--- config.mk ---
export PLATFORM = sky130hd
export DESIGN_NAME = mem_sram_ctrl
export DESIGN_NICKNAME = d
export VERILOG_FILES = /design/src/rtl/mem_sram_ctrl.sv
export SDC_FILE = /design/constraint.sdc
export NUM_CORES = 1
export LEC_CHECK = 0
export CAP_MARGIN = 20
export CORE_MARGIN = 1.5
export CORE_UTILIZATION = 35
export DETAILED_ROUTE_END_ITERATION = 8
export GPL_ROUTABILITY_DRIVEN = 0
export PLACE_DENSITY = 0.73
export RECOVER_POWER = 100
export SLEW_MARGIN = 10
export SYNTH_ARGS = -nofsm -noshare
export SYNTH_HDL_FRONTEND = slang
export SYNTH_SLANG_ARGS = --single-unit
--- constraint.sdc ---
create_clock -name clk -period 2.95 [get_ports clk]
set_input_delay 0.59 -clock clk [delete_from_list [all_inputs] [get_ports clk]]
set_output_delay 0.59 -clock clk [all_outputs]
set_load 0.02 [all_outputs]
--- src/rtl/mem_sram_ctrl.sv ---
// mem_sram_ctrl -- MEM-stage data-memory access unit for external async SRAM.
//
// Sits between the EX/MEM register and the mem stage. Loads and stores are
// turned into multi-cycle SRAM strobe sequences while stallReq_o holds the
// upstream pipeline. Non-memory instructions pass straight through.
//
// Ports
//   clk, rst        clock (rising edge), asynchronous active-high reset
//   memRead_i       load in EX/MEM
//   memWrite_i      store in EX/MEM (wins over memRead_i when both are set)
//   memAddr_i       data address, zero-extended onto ram_addr_o
//   memWData_i      store data
//   aluResult_i     write-back data for non-load instructions
//   wReg_i          instruction writes a register
//   wRegAddr_i      destination register
//   stallReq_o      hold IF..EX/MEM while an access is requested or in flight
//   wData_o         write-back data towards mem.wData_i
//   wReg_o          write-back enable towards mem.wReg_i
//   wRegAddr_o      destination towards mem.wRegAddr_i
//   ram_addr_o      SRAM address (registered)
//   ram_wdata_o     SRAM write data (registered)
//   ram_rdata_i     SRAM read data
//   ram_ce_n_o      chip enable, active-low (registered)
//   ram_oe_n_o      output enable, active-low (registered)
//   ram_we_n_o      write enable, active-low (registered)

module mem_sram_ctrl #(
   parameter int DATA_W      = 16,
   parameter int REG_ADDR_W  = 4,
   parameter int ADDR_W      = 18,
   parameter int WAIT_CYCLES = 2
) (
   input  logic                  clk,
   input  logic                  rst,
   input  logic                  memRead_i,
   input  logic                  memWrite_i,
   input  logic [DATA_W-1:0]     memAddr_i,
   input  logic [DATA_W-1:0]     memWData_i,
   input  logic [DATA_W-1:0]     aluResult_i,
   input  logic                  wReg_i,
   input  logic [REG_ADDR_W-1:0] wRegAddr_i,
   output logic                  stallReq_o,
   output logic [DATA_W-1:0]     wData_o,
   output logic                  wReg_o,
   output logic [REG_ADDR_W-1:0] wRegAddr_o,
   output logic [ADDR_W-1:0]     ram_addr_o,
   output logic [DATA_W-1:0]     ram_wdata_o,
   input  logic [DATA_W-1:0]     ram_rdata_i,
   output logic                  ram_ce_n_o,
   output logic                  ram_oe_n_o,
   output logic                  ram_we_n_o
);

   typedef enum logic [1:0] {
      IDLE  = 2'd0,
      READ  = 2'd1,
      WRITE = 2'd2,
      DONE  = 2'd3
   } state_t;

   localparam logic [3:0] COUNT_INIT = 4'(WAIT_CYCLES - 1);

   state_t              state, state_nx;
   logic [3:0]          count;
   logic [DATA_W-1:0]   rdata_q;
   logic                was_read_q;   // selects rdata_q vs aluResult_i in DONE

   // State register
   always_ff @(posedge clk or posedge rst) begin
      if (rst) begin
         state <= IDLE;
      end else begin
         state <= state_nx;
      end
   end

   // Next state and combinational pipeline-facing outputs
   always_comb begin
      state_nx   = state;
      stallReq_o = 1'b0;
      wData_o    = '0;
      wReg_o     = 1'b0;
      wRegAddr_o = '0;
      case (state)
         IDLE: begin
            if (memWrite_i) begin
               state_nx   = WRITE;
               stallReq_o = 1'b1;
            end else if (memRead_i) begin
               state_nx   = READ;
               stallReq_o = 1'b1;
            end else begin
               wData_o    = aluResult_i;
               wReg_o     = wReg_i;
               wRegAddr_o = wRegAddr_i;
            end
         end
         READ, WRITE: begin
            stallReq_o = 1'b1;
            if (count == 4'd0) begin
               state_nx = DONE;
            end
         end
         DONE: begin
            // Unconditional return: the still-held request must not restart.
            state_nx   = IDLE;
            wData_o    = was_read_q ? rdata_q : aluResult_i;
            wReg_o     = wReg_i;
            wRegAddr_o = wRegAddr_i;
         end
         default: state_nx = IDLE;
      endcase
   end

   // SRAM-side datapath: address/data latch, wait counter, registered strobes.
   // Strobes are loaded on entry to READ/WRITE and released on the final
   // strobe cycle, so they are low for exactly WAIT_CYCLES cycles.
   always_ff @(posedge clk or posedge rst) begin
      if (rst) begin
         count       <= '0;
         rdata_q     <= '0;
         was_read_q  <= 1'b0;
         ram_addr_o  <= '0;
         ram_wdata_o <= '0;
         ram_ce_n_o  <= 1'b1;
         ram_oe_n_o  <= 1'b1;
         ram_we_n_o  <= 1'b1;
      end else begin
         case (state)
            IDLE: begin
               if (memWrite_i || memRead_i) begin
                  ram_addr_o  <= ADDR_W'(memAddr_i);
                  ram_wdata_o <= memWData_i;
                  count       <= COUNT_INIT;
                  was_read_q  <= ~memWrite_i;
                  ram_ce_n_o  <= 1'b0;
                  ram_oe_n_o  <= memWrite_i;
                  ram_we_n_o  <= ~memWrite_i;
               end
            end
            READ, WRITE: begin
               if (count == 4'd0) begin
                  if (state == READ) begin
                     rdata_q <= ram_rdata_i;
                  end
                  ram_ce_n_o <= 1'b1;
                  ram_oe_n_o <= 1'b1;
                  ram_we_n_o <= 1'b1;
               end else begin
                  count <= count - 4'd1;
               end
            end
            default: ;   // DONE: address and write data held for hold time
         endcase
      end
   end

endmodule

==> summary.md <==
| Metric | Value |
|---|---|
| Status | finished, final reports clean |
| Syn avg cell area | 13.41 sq um |
| Slowest cell on crit path | clkdlybuf4s50_1 |
| Synth Instances | 207 |
| WL final | 6537 um |
| Clock slew at reported path FFs | 0.06 ns |
| Max Clock Skew | 0.009101 ns |
| Yosys cell types | 46 |
| Portion of netlist area occupied by mux cells | 21.18% |
| Share of layout cells above drive strength 1 | 22.54% |
| CP bufs+invs | 4 |
| Fill count | 677 |
| Worst hold path depth | 1 |
| WP data arrival | 2.26 ns |
| Commonest non-fill, non-tap cell in the layout | clkdlybuf4s50_1 |
| Final #Nets | 429 |
| Initial antenna violation count | 0 |
| VDD IR-drop max | 0.4942 mV |
| Tcrit/Tclk final | 96.57% |
| Synth Area in Compound Gates | 12.26% |
| Drt drc | 0 |
| Drt wl/cell | 14.30 um |
| Fin. max-slew vios | 0 |
| GRT Util Overall | 16.80% |
| Cell Count, Final, Fillers Out | 457 |
| YS warnings | 0 |
| FF+latch count, synth | 58 |
| Normalized max-slew margin | 32.80% |
| Final HPWL DP | 4788 um |
| GR Overflow Total | 0 |
| Finish-stage setup viols | 0 |
| Seq/Total Area, Yosys | 52.41% |
| CTS tree | done |
| Peak Freq | 351.0 MHz |
| Hold Crit Start | rdata_q[15]$_DFFE_PP0P_ |
| WP data required | 2.36 ns |
| Xor/xnor share of the synthesized area | 0.3155% |
| Maximum fanout along the worst path | 6 |
| Synthesized area | 0.002776 sq mm |
| Pin count of the biggest net entering global routing | 33 |
| EDFF count, synth | 0 |
| Crit path capture type | output port |
| Die height | 92.07 um |
| Critical path type | primary input to output port |
| Placed instance count | 441 |
| CTS Hold Bufs | 0 |
| Crit Reg-Reg Startpoint | count[0]$_DFFE_PP0P_ |
| RSZ-0062 raised after global routing | false |
| Most used routing layer | met2 |
| Largest family of logic cells by synthesized area | multiplexers |
| Setup tns final | 0 ns |
| Core footprint | 0.007687 sq mm |
| # H-tree levels | 3 |
| Predominant post-synthesis flop cell | dfrtp_1 |
| Skew-Pair Late Insertion Delay | 0.34 ns |
| Pwr dens | 1049 mW/mm^2 |
| # port buffers | 129 |
| Synth Area in Adders | 2.704% |
| Initial drt markers | 72 |
| Initial Util | 36.12% |
| Met2 usage | 27.90% |
| Synth Area in Simple Gates | 6.174% |
| First-pass GRT wire length | 11070 um |
| CP startpoint kind | primary input |
| Hold endpoint | rdata_q[15]$_DFFE_PP0P_ |
| Crit path cell chain | clkdlybuf4s50_1 > buf_4 > buf_4 > o21ai_0 > a21oi_1 > clkdlybuf4s50_1 |
| Die width | 92.07 um |
| Clk buf depth | 2 |
| Total number of vias | 2197 |
| Sink Count | 58 |
| N_diodes | 0 |
| P_leak | 1.908 nW |
| Grt met1 use | 17.86% |
| Hold WC Path Type | flip-flop to flip-flop |
| Io pins | 132 |
| FFs w/ async S/R, synth | 100.0% |
| Commonest cells after routing, fill and taps aside | 72 x clkdlybuf4s50_1, 55 x dfrtp_1, 38 x mux2_2 |
| Min Tclk post-route | 2.849 ns |
| Max Cap Viol | 0 |
| Final Hold Viols | 0 |
| Row count | 32 |
| Die area | 0.008476 sq mm |
| Cts bufs inserted | 9 |
| Slowest stage delay, CP | 0.62 ns |
| DRT Pass-1 Iters | 4 |
| R2R cell count | 6 |
| CP top delay family | buffers and inverters |
| DRT antenna net count | 0 |
| Root Buffer | clkbuf_8 |
| Vias in the first global route | 2433 |
| M3 GR Usage | 7.546% |
| Reg2reg end | rdata_q[12]$_DFFE_PP0P_ |
| Worst-Margin Slew | 1.007 ns |
| Vias per cell | 4.807 |
| Internal reg-to-reg setup slack | 0.38 ns |
| Layout area overhead | 57.86% |
power breakdown:
group | switching [mW] | internal, mW | total, mW
clock network | 0.314 | 0.522 | 0.836
logic | 1.17 | 1.18 | 2.35
registers | 0.205 | 1.20 | 1.41
stage by stage:
step	util, %	total power [mW]	cell area (sq um)	hold slack (ns)	setup WS, ns
finish	57.02	4.597	4383	0.4855	0.1012
global route	57.02	4.912	4383	0.5098	0.001553
CTS	57.94	4.840	4454	0.5084	0.005817
detailed placement	55.21	4.036	4244	0.4934	-0.1672
global placement	55.21	3.975	4244	0.4874	-0.1410
floorplan	-	2.961	2780	0.4815	0.6164
routing by layer:
metal / wire length [um] / vias up
met2: 3171 / 88
met3: 589 / 12
li1: - / 1041
met5: 0 / -
met4: 150 / 0
met1: 2625 / 1056
state kept, by name, indices dropped and copies added (netlist names):
signal       flops
rdata_q         16
count            4
ram_wdata_o     16
state            2
ram_we_n_o       1
ram_addr_o      16
ram_ce_n_o       1
ram_oe_n_o       1
was_read_q       1
logic make-up (layout without fill, tap and decap cells):
group,after synthesis,in the layout
flops,58,58
mux,49,49
compound gates,45,45
simple gates,25,25
buf+inv,22,169
fa+ha+maj,6,6
other cells,1,2
xor+xnor,1,1
how the worst max path moves through the flow:
stage	from	to	slack, ns	depth (start not counted)
floorplan	state[1]$_DFFE_PP0P_	wData_o[10]	0.62	7
global placement	memWrite_i	wRegAddr_o[1]	-0.14	6
detailed placement	memRead_i	wData_o[8]	-0.17	6
CTS	memRead_i	wRegAddr_o[0]	0.006	6
global route	state[1]$_DFFE_PP0P_	wData_o[2]	0.002	7
finish	memRead_i	stallReq_o	0.10	6
what timing repair did:
item,in CTS,in global routing
gates cloned,0,0
gates resized for setup,20,13
endpoints found under the setup margin,21,13
buffers inserted,0,0
cell type report:
type,instances,area [sq um],area share [%]
Inverter,7,26.28,0.5995
Timing Repair Buffer,146,1394,31.80
Sequential cell,58,1455,33.20
Clock buffer,12,155.1,3.540
Clock inverter,4,73.82,1.684
Multi-Input combinational cell,128,1151,26.26
Tap cell,102,127.6,2.912
synthesized netlist by cell type, types with 2 or more instances:
cell | instances | area share (%)
dfrtp_1 | 55 | 50
mux2_2 | 38 | 15
a22o_1 | 16 | 5.0
mux2_4 | 10 | 5.4
a21oi_1 | 8 | 1.4
buf_2 | 7 | 1.3
inv_1 | 7 | 0.95
ha_1 | 6 | 2.7
o21ai_0 | 6 | 1.1
and2_1 | 4 | 0.90
and3_1 | 3 | 0.68
buf_4 | 3 | 0.81
dfstp_2 | 3 | 2.8
nand2b_1 | 3 | 0.68
nor2_1 | 3 | 0.41
buf_6 | 2 | 0.81
clkbuf_1 | 2 | 0.27
nor4_1 | 2 | 0.45
o22ai_1 | 2 | 0.45
(Power assumes the default switching activity.)
